$ cat src/rtl/kmeans_regfile.sv
`default_nettype none
// +--------------------------------------------------------------------------+
// | Module   : kmeans_regfile                                                |
// | Purpose  : Register file and host front-end of the k-means accelerator.  |
// |            Holds GO/STATUS, eight centroid registers, the point-RAM      |
// |            address window and an indirect RAM_DATA port into point RAM.  |
// | Ports    : clk, rst_n (async, active-low)                                |
// |            host : h_sel h_en h_write h_addr h_wdata -> h_rdata h_ready   |
// |                   h_err                                                  |
// |            core : reg_num reg_write core_wdata -> core_rdata, go,         |
// |                   first_ram_addr, last_ram_addr; go_signal, interupt in  |
// |            ram  : ram_addr ram_wdata ram_rdata, active-low strobes       |
// |            irq  : host interrupt (= STATUS.done)                         |
// | Config   : KMEANS_RF_RAM_AUTOINC_EN - RAM_ADDR post-increments after     |
// |            every successful RAM_DATA access                              |
// | Revision : 1.0 - initial release                                         |
// +--------------------------------------------------------------------------+
module kmeans_regfile #(
  parameter int DATA_W = 91,
  parameter int REG_AW = 4,
  parameter int RAM_AW = 9,
  parameter int RAM_W  = 50
) (
  input  logic              clk,
  input  logic              rst_n,
  input  logic              h_sel,
  input  logic              h_en,
  input  logic              h_write,
  input  logic [REG_AW-1:0] h_addr,
  input  logic [DATA_W-1:0] h_wdata,
  output logic [DATA_W-1:0] h_rdata,
  output logic              h_ready,
  output logic              h_err,
  input  logic [REG_AW-1:0] reg_num,
  input  logic              reg_write,
  input  logic [DATA_W-1:0] core_wdata,
  output logic [DATA_W-1:0] core_rdata,
  output logic              go,
  input  logic              go_signal,
  input  logic              interupt,
  output logic [RAM_AW-1:0] first_ram_addr,
  output logic [RAM_AW-1:0] last_ram_addr,
  output logic              irq,
  output logic [RAM_AW-1:0] ram_addr,
  output logic [RAM_W-1:0]  ram_wdata,
  input  logic [RAM_W-1:0]  ram_rdata,
  output logic              ram_wr_en_n,
  output logic              ram_output_en_n,
  output logic              ram_chip_select_n
);

  localparam logic [REG_AW-1:0] c_reg_status   = REG_AW'(0);
  localparam logic [REG_AW-1:0] c_reg_go       = REG_AW'(1);
  localparam logic [REG_AW-1:0] c_reg_cent_lo  = REG_AW'(2);
  localparam logic [REG_AW-1:0] c_reg_cent_hi  = REG_AW'(9);
  localparam logic [REG_AW-1:0] c_reg_ram_addr = REG_AW'(10);
  localparam logic [REG_AW-1:0] c_reg_ram_data = REG_AW'(11);
  localparam logic [REG_AW-1:0] c_reg_first    = REG_AW'(12);
  localparam logic [REG_AW-1:0] c_reg_last     = REG_AW'(13);

  typedef enum logic [1:0] {
    ST_IDLE   = 2'd0,
    ST_RD_REQ = 2'd1,
    ST_RD_CAP = 2'd2,
    ST_WR_REQ = 2'd3
  } state_t;

  state_t              r_state;
  logic                r_done, r_go, r_err, r_int_d;
  logic [DATA_W-1:0]   r_cent [8];
  logic [RAM_AW-1:0]   r_ram_addr, r_first, r_last;
  logic [RAM_W-1:0]    r_ram_wdata, r_cap;
  logic                r_cs_n, r_oe_n, r_we_n;

  logic                w_acc, w_hwr, w_ramdata, w_ram_blk, w_ram_start, w_rsvd;
  logic                w_int_rise, w_core_wr, w_host_cent_wr, w_collide;
  logic [2:0]          w_hidx, w_cidx;

  function automatic logic is_cent(input logic [REG_AW-1:0] a);
    return (a >= c_reg_cent_lo) && (a <= c_reg_cent_hi);
  endfunction

  // Plain register read mux shared by host and core; RAM_DATA and the
  // reserved numbers read as zero here.
  function automatic logic [DATA_W-1:0] read_reg(input logic [REG_AW-1:0] a);
    logic [DATA_W-1:0] v;
    v = '0;
    case (a)
      c_reg_status:   v[2:0] = {r_err, r_go, r_done};
      c_reg_go:       v[0] = r_go;
      c_reg_ram_addr: v[RAM_AW-1:0] = r_ram_addr;
      c_reg_first:    v[RAM_AW-1:0] = r_first;
      c_reg_last:     v[RAM_AW-1:0] = r_last;
      default:        if (is_cent(a)) v = r_cent[3'(a - c_reg_cent_lo)];
    endcase
    return v;
  endfunction

  // A new host access is only accepted while the RAM path is idle; during
  // RAM_DATA wait states the host is holding the same request.
  assign w_acc       = h_sel & h_en & (r_state == ST_IDLE);
  assign w_hwr       = w_acc & h_write;
  assign w_ramdata   = (h_addr == c_reg_ram_data);
  assign w_ram_blk   = go_signal | r_go;
  assign w_ram_start = w_acc & w_ramdata & ~w_ram_blk;
  assign w_rsvd      = (h_addr > c_reg_last);
  assign w_int_rise  = interupt & ~r_int_d;

  assign w_hidx         = 3'(h_addr - c_reg_cent_lo);
  assign w_cidx         = 3'(reg_num - c_reg_cent_lo);
  assign w_core_wr      = reg_write & is_cent(reg_num);
  assign w_host_cent_wr = w_hwr & is_cent(h_addr);
  assign w_collide      = w_core_wr & w_host_cent_wr & (reg_num == h_addr);

  always_comb begin
    h_ready = 1'b0;
    h_err   = 1'b0;
    h_rdata = '0;
    case (r_state)
      ST_RD_CAP: begin
        h_ready = 1'b1;
        h_rdata = DATA_W'(r_cap);
      end
      ST_WR_REQ: h_ready = 1'b1;
      ST_IDLE: begin
        if (w_acc && !w_ram_start) begin
          h_ready = 1'b1;
          h_err   = w_rsvd | w_ramdata;
          if (!h_write && !w_rsvd && !w_ramdata) h_rdata = read_reg(h_addr);
        end
      end
      default: ;
    endcase
  end

  assign core_rdata        = read_reg(reg_num);
  assign go                = r_go;
  assign irq               = r_done;
  assign first_ram_addr    = r_first;
  assign last_ram_addr     = r_last;
  assign ram_addr          = r_ram_addr;
  assign ram_wdata         = r_ram_wdata;
  assign ram_wr_en_n       = r_we_n;
  assign ram_output_en_n   = r_oe_n;
  assign ram_chip_select_n = r_cs_n;

  // Control/status and register storage.
  always_ff @(posedge clk or negedge rst_n) begin
    if (!rst_n) begin
      r_int_d    <= 1'b0;
      r_done     <= 1'b0;
      r_go       <= 1'b0;
      r_err      <= 1'b0;
      r_ram_addr <= '0;
      r_first    <= '0;
      r_last     <= '0;
      for (int i = 0; i < 8; i++) r_cent[i] <= '0;
    end else begin
      r_int_d <= interupt;

      if (w_int_rise) r_done <= 1'b1;
      else if (w_hwr && h_addr == c_reg_status && h_wdata[0]) r_done <= 1'b0;

      // Completion beats a same-cycle host GO write.
      if (w_int_rise) r_go <= 1'b0;
      else if (w_hwr && h_addr == c_reg_go && h_wdata[0]) r_go <= 1'b1;

      if (w_collide || (w_acc && w_ramdata && w_ram_blk)) r_err <= 1'b1;
      else if (w_hwr && h_addr == c_reg_status && h_wdata[2]) r_err <= 1'b0;

      if (w_core_wr) r_cent[w_cidx] <= core_wdata;
      if (w_host_cent_wr && !w_collide) r_cent[w_hidx] <= h_wdata;

      if (w_hwr && h_addr == c_reg_first) r_first <= h_wdata[RAM_AW-1:0];
      if (w_hwr && h_addr == c_reg_last)  r_last  <= h_wdata[RAM_AW-1:0];

      if (w_hwr && h_addr == c_reg_ram_addr) r_ram_addr <= h_wdata[RAM_AW-1:0];
`ifdef KMEANS_RF_RAM_AUTOINC_EN
      // Advance on the completing edge so the address is stable under the strobes.
      else if (r_state == ST_RD_CAP || r_state == ST_WR_REQ)
        r_ram_addr <= r_ram_addr + RAM_AW'(1);
`endif
    end
  end

  // RAM_DATA sequencer with registered, glitch-free strobes.
  always_ff @(posedge clk or negedge rst_n) begin
    if (!rst_n) begin
      r_state     <= ST_IDLE;
      r_cs_n      <= 1'b1;
      r_oe_n      <= 1'b1;
      r_we_n      <= 1'b1;
      r_ram_wdata <= '0;
      r_cap       <= '0;
    end else begin
      case (r_state)
        ST_IDLE: begin
          if (w_ram_start) begin
            r_cs_n <= 1'b0;
            if (h_write) begin
              r_we_n      <= 1'b0;
              r_ram_wdata <= h_wdata[RAM_W-1:0];
              r_state     <= ST_WR_REQ;
            end else begin
              r_oe_n  <= 1'b0;
              r_state <= ST_RD_REQ;
            end
          end
        end
        ST_RD_REQ: begin
          r_cap   <= ram_rdata;
          r_cs_n  <= 1'b1;
          r_oe_n  <= 1'b1;
          r_state <= ST_RD_CAP;
        end
        ST_RD_CAP: r_state <= ST_IDLE;
        ST_WR_REQ: begin
          r_cs_n  <= 1'b1;
          r_we_n  <= 1'b1;
          r_state <= ST_IDLE;
        end
        default: r_state <= ST_IDLE;
      endcase
    end
  end

endmodule
`default_nettype wire

$ cat config.mk
export PLATFORM = sky130hd
export DESIGN_NAME = kmeans_regfile
export DESIGN_NICKNAME = d
export VERILOG_FILES = /design/src/rtl/kmeans_regfile.sv
export SDC_FILE = /design/constraint.sdc
export NUM_CORES = 2
export LEC_CHECK = 0
export ABC_CLOCK_PERIOD_IN_PS = 6700
export BUFFER_PORTS_ARGS = -buffer_cell sky130_fd_sc_hd__buf_2
export CAP_MARGIN = 20
export CORE_ASPECT_RATIO = 0.9
export CORE_UTILIZATION = 30
export DETAILED_ROUTE_END_ITERATION = 10
export MAX_ROUTING_LAYER = met4
export SLEW_MARGIN = 20
export SYNTH_ARGS = -nofsm -noshare
export SYNTH_HDL_FRONTEND = slang
export SYNTH_SLANG_ARGS = --single-unit
$ cat constraint.sdc
create_clock -name clk -period 6.7 [get_ports clk]
set_input_delay 0.335 -clock clk [delete_from_list [all_inputs] [get_ports clk]]
set_output_delay 0.335 -clock clk [all_outputs]
set_load 0.01 [all_outputs]
======== Word-level counts from Yosys, hierarchy flattened ========
Cells that the tools add are included.
operators by class
  magnitude comparators ................... 9
  mux-type cells .......................... 48
  bitwise logic cells ..................... 16
  equal/unequal tests ..................... 16
  reduce and logical (&&, ||, !) cells .... 43
  $add $sub $neg .......................... 2
operators by type and width
  cell                                                               count
  bitwise mux 728 bit                                                2
  two-way mux 728 bit                                                2
  two-way mux 91 bit                                                 10
  binary-select mux 91 bit (select 3 bit)                            2
  demux 91 bit (select 3 bit)                                        2
  case mux 91 bit (2 select lines)                                   1
  two-way mux 82 bit                                                 2
  case mux 6 bit (4 select lines)                                    2
  equality test 4 bit, second input constant                         7
  case mux 2 bit (5 select lines)                                    2
  logical AND 1 bit                                                  18
  two-way mux 1 bit                                                  14
  nonzero test 2 bit                                                 6
  bitwise AND 1 bit                                                  10
  case mux 1 bit (5 select lines)                                    2
  OR reduction 5 bit                                                 2
  AND reduction 3 bit                                                3
  equality test 4 x 1 -> 1 bit, second input constant                2
  greater-or-equal comparator 4 x 2 -> 1 bit, second input constant  2
  greater-or-equal comparator 4 bit, second input constant           2
  <= comparator 4 bit, second input constant                         2
  zero test 4 bit                                                    2
  less-than comparator 4 x 1 -> 1 bit, second input constant         2
  inverter 3 -> 4 bit                                                2
  other kinds (16)                                                   33
storage, ports and cells
  flip-flop bits (word level) ............. 864
  output and inout port bits .............. 266

======== Longest topological paths before layout ========
  word-level depth ........................ 10
  depth in mapped cells ................... 11
  gate-level depth less buffers ........... 6

======== Least setup slack after synthesis ========
No wires, ideal clock.
  kind .................................... input port to output port
  from .................................... in h_addr[1]
  to ...................................... out h_rdata[11]
  path buffers ............................ 7
  arrival time ............................ 3.142 ns
  slack ................................... 3.223 ns
  data required time ...................... 6.365 ns
  cell stages on the path ................. 11
  path through ............................ buf_2 > buf_2 > buf_1 > clkinv_1 > ha_1 > buf_2 > buf_2 > buf_1 > buf_1 > mux2i_1 > o21ai_0
between the ends
  cells in the longest elaborated chain, start to end .. 10
ends and longest elaborated chain
  what                                                    RTL line  source
  start: declaration                                      29        input logic [REG_AW-1:0] h_addr,
  subtractor 3 x 2 -> 3 bit                               94        default: if (is_cent(a)) v = r_cent[3'(a - c_reg_cent_lo)];
  inverter 3 -> 4 bit (implied by the code)               94
  binary-select mux 91 bit (select 3 bit)                 94
  two-way mux 91 bit (implied by the code) (2 in series)  94
  two-way mux 91 bit                                      94
  two-way mux 82 bit                                      88        case (a)
  two-way mux 91 bit                                      129       if (!h_write && !w_rsvd && !w_ramdata) h_rdata = read_reg(h_addr);
  two-way mux 91 bit (*)                                  126       if (w_acc && !w_ram_start) begin
  case mux 91 bit (2 select lines) (*)                    119       case (r_state)
  end: declaration                                        31        output logic [DATA_W-1:0] h_rdata,
Mark *: on every way between the ends. The rest lies on a longest branch, timed or not. The select of a mux whose other input is x is not followed.

======== Final worst setup path ========
  from .................................... in h_addr[1]
  to ...................................... out h_rdata[4]
between the ends
  cells in the longest elaborated chain, start to end .. 10
ends and longest elaborated chain
  what                                                    RTL line
  subtractor 3 x 2 -> 3 bit                               94
  inverter 3 -> 4 bit (implied by the code)               94
  binary-select mux 91 bit (select 3 bit)                 94
  two-way mux 91 bit (implied by the code) (2 in series)  94
  two-way mux 91 bit                                      94
  case mux 6 bit (4 select lines)                         88
  two-way mux 91 bit                                      129
  two-way mux 91 bit (*)                                  126
  case mux 91 bit (2 select lines) (*)                    119
Marked as above.

==> summary.txt <==
Route
  • Remaining antenna violation count: 0
  • DR WL/cell: 28.4 um
  • Via Count: 36000
  • Vias/cell: 5.39
  • Pre-Repair DR Iteration Count: 5
  • Drt drc: 0
  • Post-Route WL: roughly 190000 um
  • Initial DRC count: ~2700

Floorplan
  • Core Region: 176000 um2
  • Starting Density: 30.3%
  • Die Y: 402 um
  • Row count: 146
  • Area of the die: approximately 180000 um2
  • Width of the die: 446 um
  • # IOs: 514

Timing
  • Setup TNS: 0 ns
  • Final period util: roughly two thirds
  • Clock Skews: 0.0534 ns
  • Final Setup Violations: 0
  • Final min period: 4.53 ns
  • Final max-slew violation count: 0
  • Worst-margin pin slew: about 1.1 ns
  • RSZ-0062 raised after global routing: no
  • Highest clock rate: 221 MHz
  • Worst slew margin: about a quarter
  • Final hold violation count: 0

Synth
  • Most frequent cells after synthesis: mux2_2 (1540), dfrtp_1 (861), mux4_2 (364)
  • Synth top area share: 40.4%
  • Post-Synth XOR/XNOR Area: 0.0822%
  • Ys async rst share: 100%
  • Multiplexer share of the synthesized area: 52.7%
  • Synth Cell Area: 53300 um2
  • Synth Register Bits: 864
  • Largest family of logic cells by synthesized area: multiplexers
  • YS warnings: 0
  • Synth Area in Compound Gates: 1.48%
  • Number of flops mapped to enable cells by yosys: 0
  • Synth top area cells: dfrtp_1 (40%), mux2_2 (33%), mux4_2 (15%), mux2i_1 (3.4%), buf_2 (1.8%)
  • Synth area leader: dfrtp_1
  • Syn Area/Cell: 14.4 um2
  • Simple-Gate Fraction of Synth Area: under 10%
  • Ys flop type: dfrtp_1
  • Seq/Total Area, Yosys: slightly above 40%
  • Most common cell in the netlist: mux2_2
  • Synth Area in Adders: less than 1%
  • Mapped Cells: 3710
  • Post-synth net total: just under 4000
  • Number of library cell types mapped by synthesis: 60

GRT
  • Initial antenna violation count: 35
  • Largest net degree at the start of global routing: 165
  • Total grt overflow: 0
  • First-pass GRT wire length: around 280000 um
  • All-Layer GR Usage: 21.5%
  • Vias in the first global route: 37600

Clocking
  • CTS tree: yes
  • Clock Root Buffer: clkbuf_16
  • Clk_lat worst skew: 0.74 ns
  • Clock sink count: about 860
  • Reg clk slew, reported paths: 0.06 ns
  • Htree depth: 3
  • TritonCTS Buffers: 102
  • Post-CTS setup buffer count: 0
  • Clock buffer depth: 3

Worst setup path
  • Critical-path maximum fanout: 76
  • WP data required: 6.36 ns
  • Critical path class: in -> out
  • CP arrival: 4.20 ns
  • Setup crit start kind: input pin
  • Setup crit end kind: output port

Place
  • GP Congestion: 0.850
  • Post-DP HPWL: ~120000 um
  • Placed Cells: 6349
  • Port Buffers: between 500 and 600

Worst hold path
  • Hold WC Path Type: in -> reg

Outcome
  • Status: completed

Finish
  • Post-layout util: 36.0%
  • Final nets: between 4000 and 5000
  • Fraction of layout cells with a size suffix above 1: between 60% and 70%
  • Area Overhead vs Synth: 18.9%
  • Final non-filler cell total: 6693

Power and ir drop
  • Leak: 0.0275 uW
  • Worst vdd ir: 0.000218 V
  • Pwr dens: 304 nW/um2

Flow run
  • Max cap viols: 0
-- sequential cells by signal, indices dropped and copies added, names as in the netlist --
signal / cells
ram_wr_en_n: 1
ram_wdata: 50
r_err: 1
first_ram_addr: 9
last_ram_addr: 9
ram_addr: 9
ram_output_en_n: 1
r_cap: 50
r_int_d: 1
r_state: 2
ram_chip_select_n: 1
go: 1
irq: 1
r_cent: 728
-- cell type report --
cell class	instances	area, um2
antenna	25	62.6
clock buffer	154	3020
clock inverter	35	602
fill	16900	113000
inverter	10	37.5
multi-input combinational	2517	30400
sequential	864	21600
tap	2368	2960
timing repair buffer	720	4700
-- per-stage QoR --
| step | cell area [um2] | hold WS [ns] | setup WS, ns | power [uW] |
|---|---|---|---|---|
| floorplan | 53300 | 0.0394 | 3.22 | 11400 |
| global placement | 58400 | 0.461 | 2.08 | 12900 |
| detailed placement | 58400 | 0.467 | 2.08 | 13100 |
| CTS | 63300 | 0.000712 | 2.07 | 19400 |
| global route | 63400 | 0.0235 | 2.05 | 20100 |
| finish | 63400 | 0.0325 | 2.17 | 19200 |
-- metal layers --
layer  track usage (%)  routed length, um
met4              10.8               9740
met5                 -                  0
met1              26.3              78000
met2              34.9              94300
met3              2.83               8170
-- worst paths after layout --
kind                                     startpoint                  endpoint  slack (ns)  cells past startpoint
min reg2reg                ram_wdata[0]$_DFFE_PN0P_  ram_wdata[0]$_DFFE_PN0P_        0.50                      1
max in group asynchronous                     rst_n     r_cent[450]$_DFF_PN0_        4.54                      4
min in group asynchronous                     rst_n     r_cent[393]$_DFF_PN0_        0.20                      2
max reg2reg                  r_state[1]$_DFFE_PN0P_     r_cent[615]$_DFF_PN0_        2.79                      6
min                                      h_wdata[9]     r_cent[555]$_DFF_PN0_        0.03                      2
max                                       h_addr[1]                h_rdata[4]        2.17                      9
-- kinds of logic (layout without fill, tap and decap cells) --
group           Yosys count  in the layout
fa+ha+maj                 8              8
simple gates            254            254
compound gates          118            118
mux                    2132           2132
other cells               0             25
xor+xnor                  5              5
flops                   864            864
buf+inv                 329            919
-- worst max-delay path: stages --
cell and delay, ns:
buf_8 0.39, clkinv_1 0.67, ha_4 0.99, buf_4 0.53
mux4_2 0.37, nand2_1 0.08, a21oi_1 0.11, a221o_1 0.33
buf_2 0.15
-- layout by cell type, fill, tap and decap left out, drive strengths merged, types with 5 or more instances in the layout --
cell | synthesis | routed
dlygate4sd3 | 0 | 130
and3 | 6 | 6
mux2i | 180 | 180
nand2 | 72 | 72
nor3 | 5 | 5
dfrtp | 861 | 861
buf | 228 | 590
ha | 8 | 8
o21ai | 59 | 59
nand4 | 7 | 7
a221oi | 5 | 5
diode | 0 | 25
clkinv | 1 | 14
clkbuf | 91 | 154
nor2b | 6 | 6
nand3 | 9 | 9
a222oi | 8 | 8
a221o | 8 | 8
a21oi | 10 | 10
inv | 9 | 13
mux2 | 1588 | 1588
mux4 | 364 | 364
bufinv | 0 | 14
o2111ai | 9 | 9
nor2 | 132 | 132
-- report_power, final --
part           total, uW  internal, uW  leakage, uW  switching [uW]
logic               5600          3430       0.0151            2160
clock network       6110          3650      0.00176            2450
registers           7540          6570       0.0106             971
total              19200         13700       0.0275            5590
-- repair_timing --
action,CTS,global route
hold buffers,130,0
endpoints found under the hold margin,763,0
resized for setup,0,0
endpoints found under the setup margin,0,0
Power figures use the tool's default switching activity.
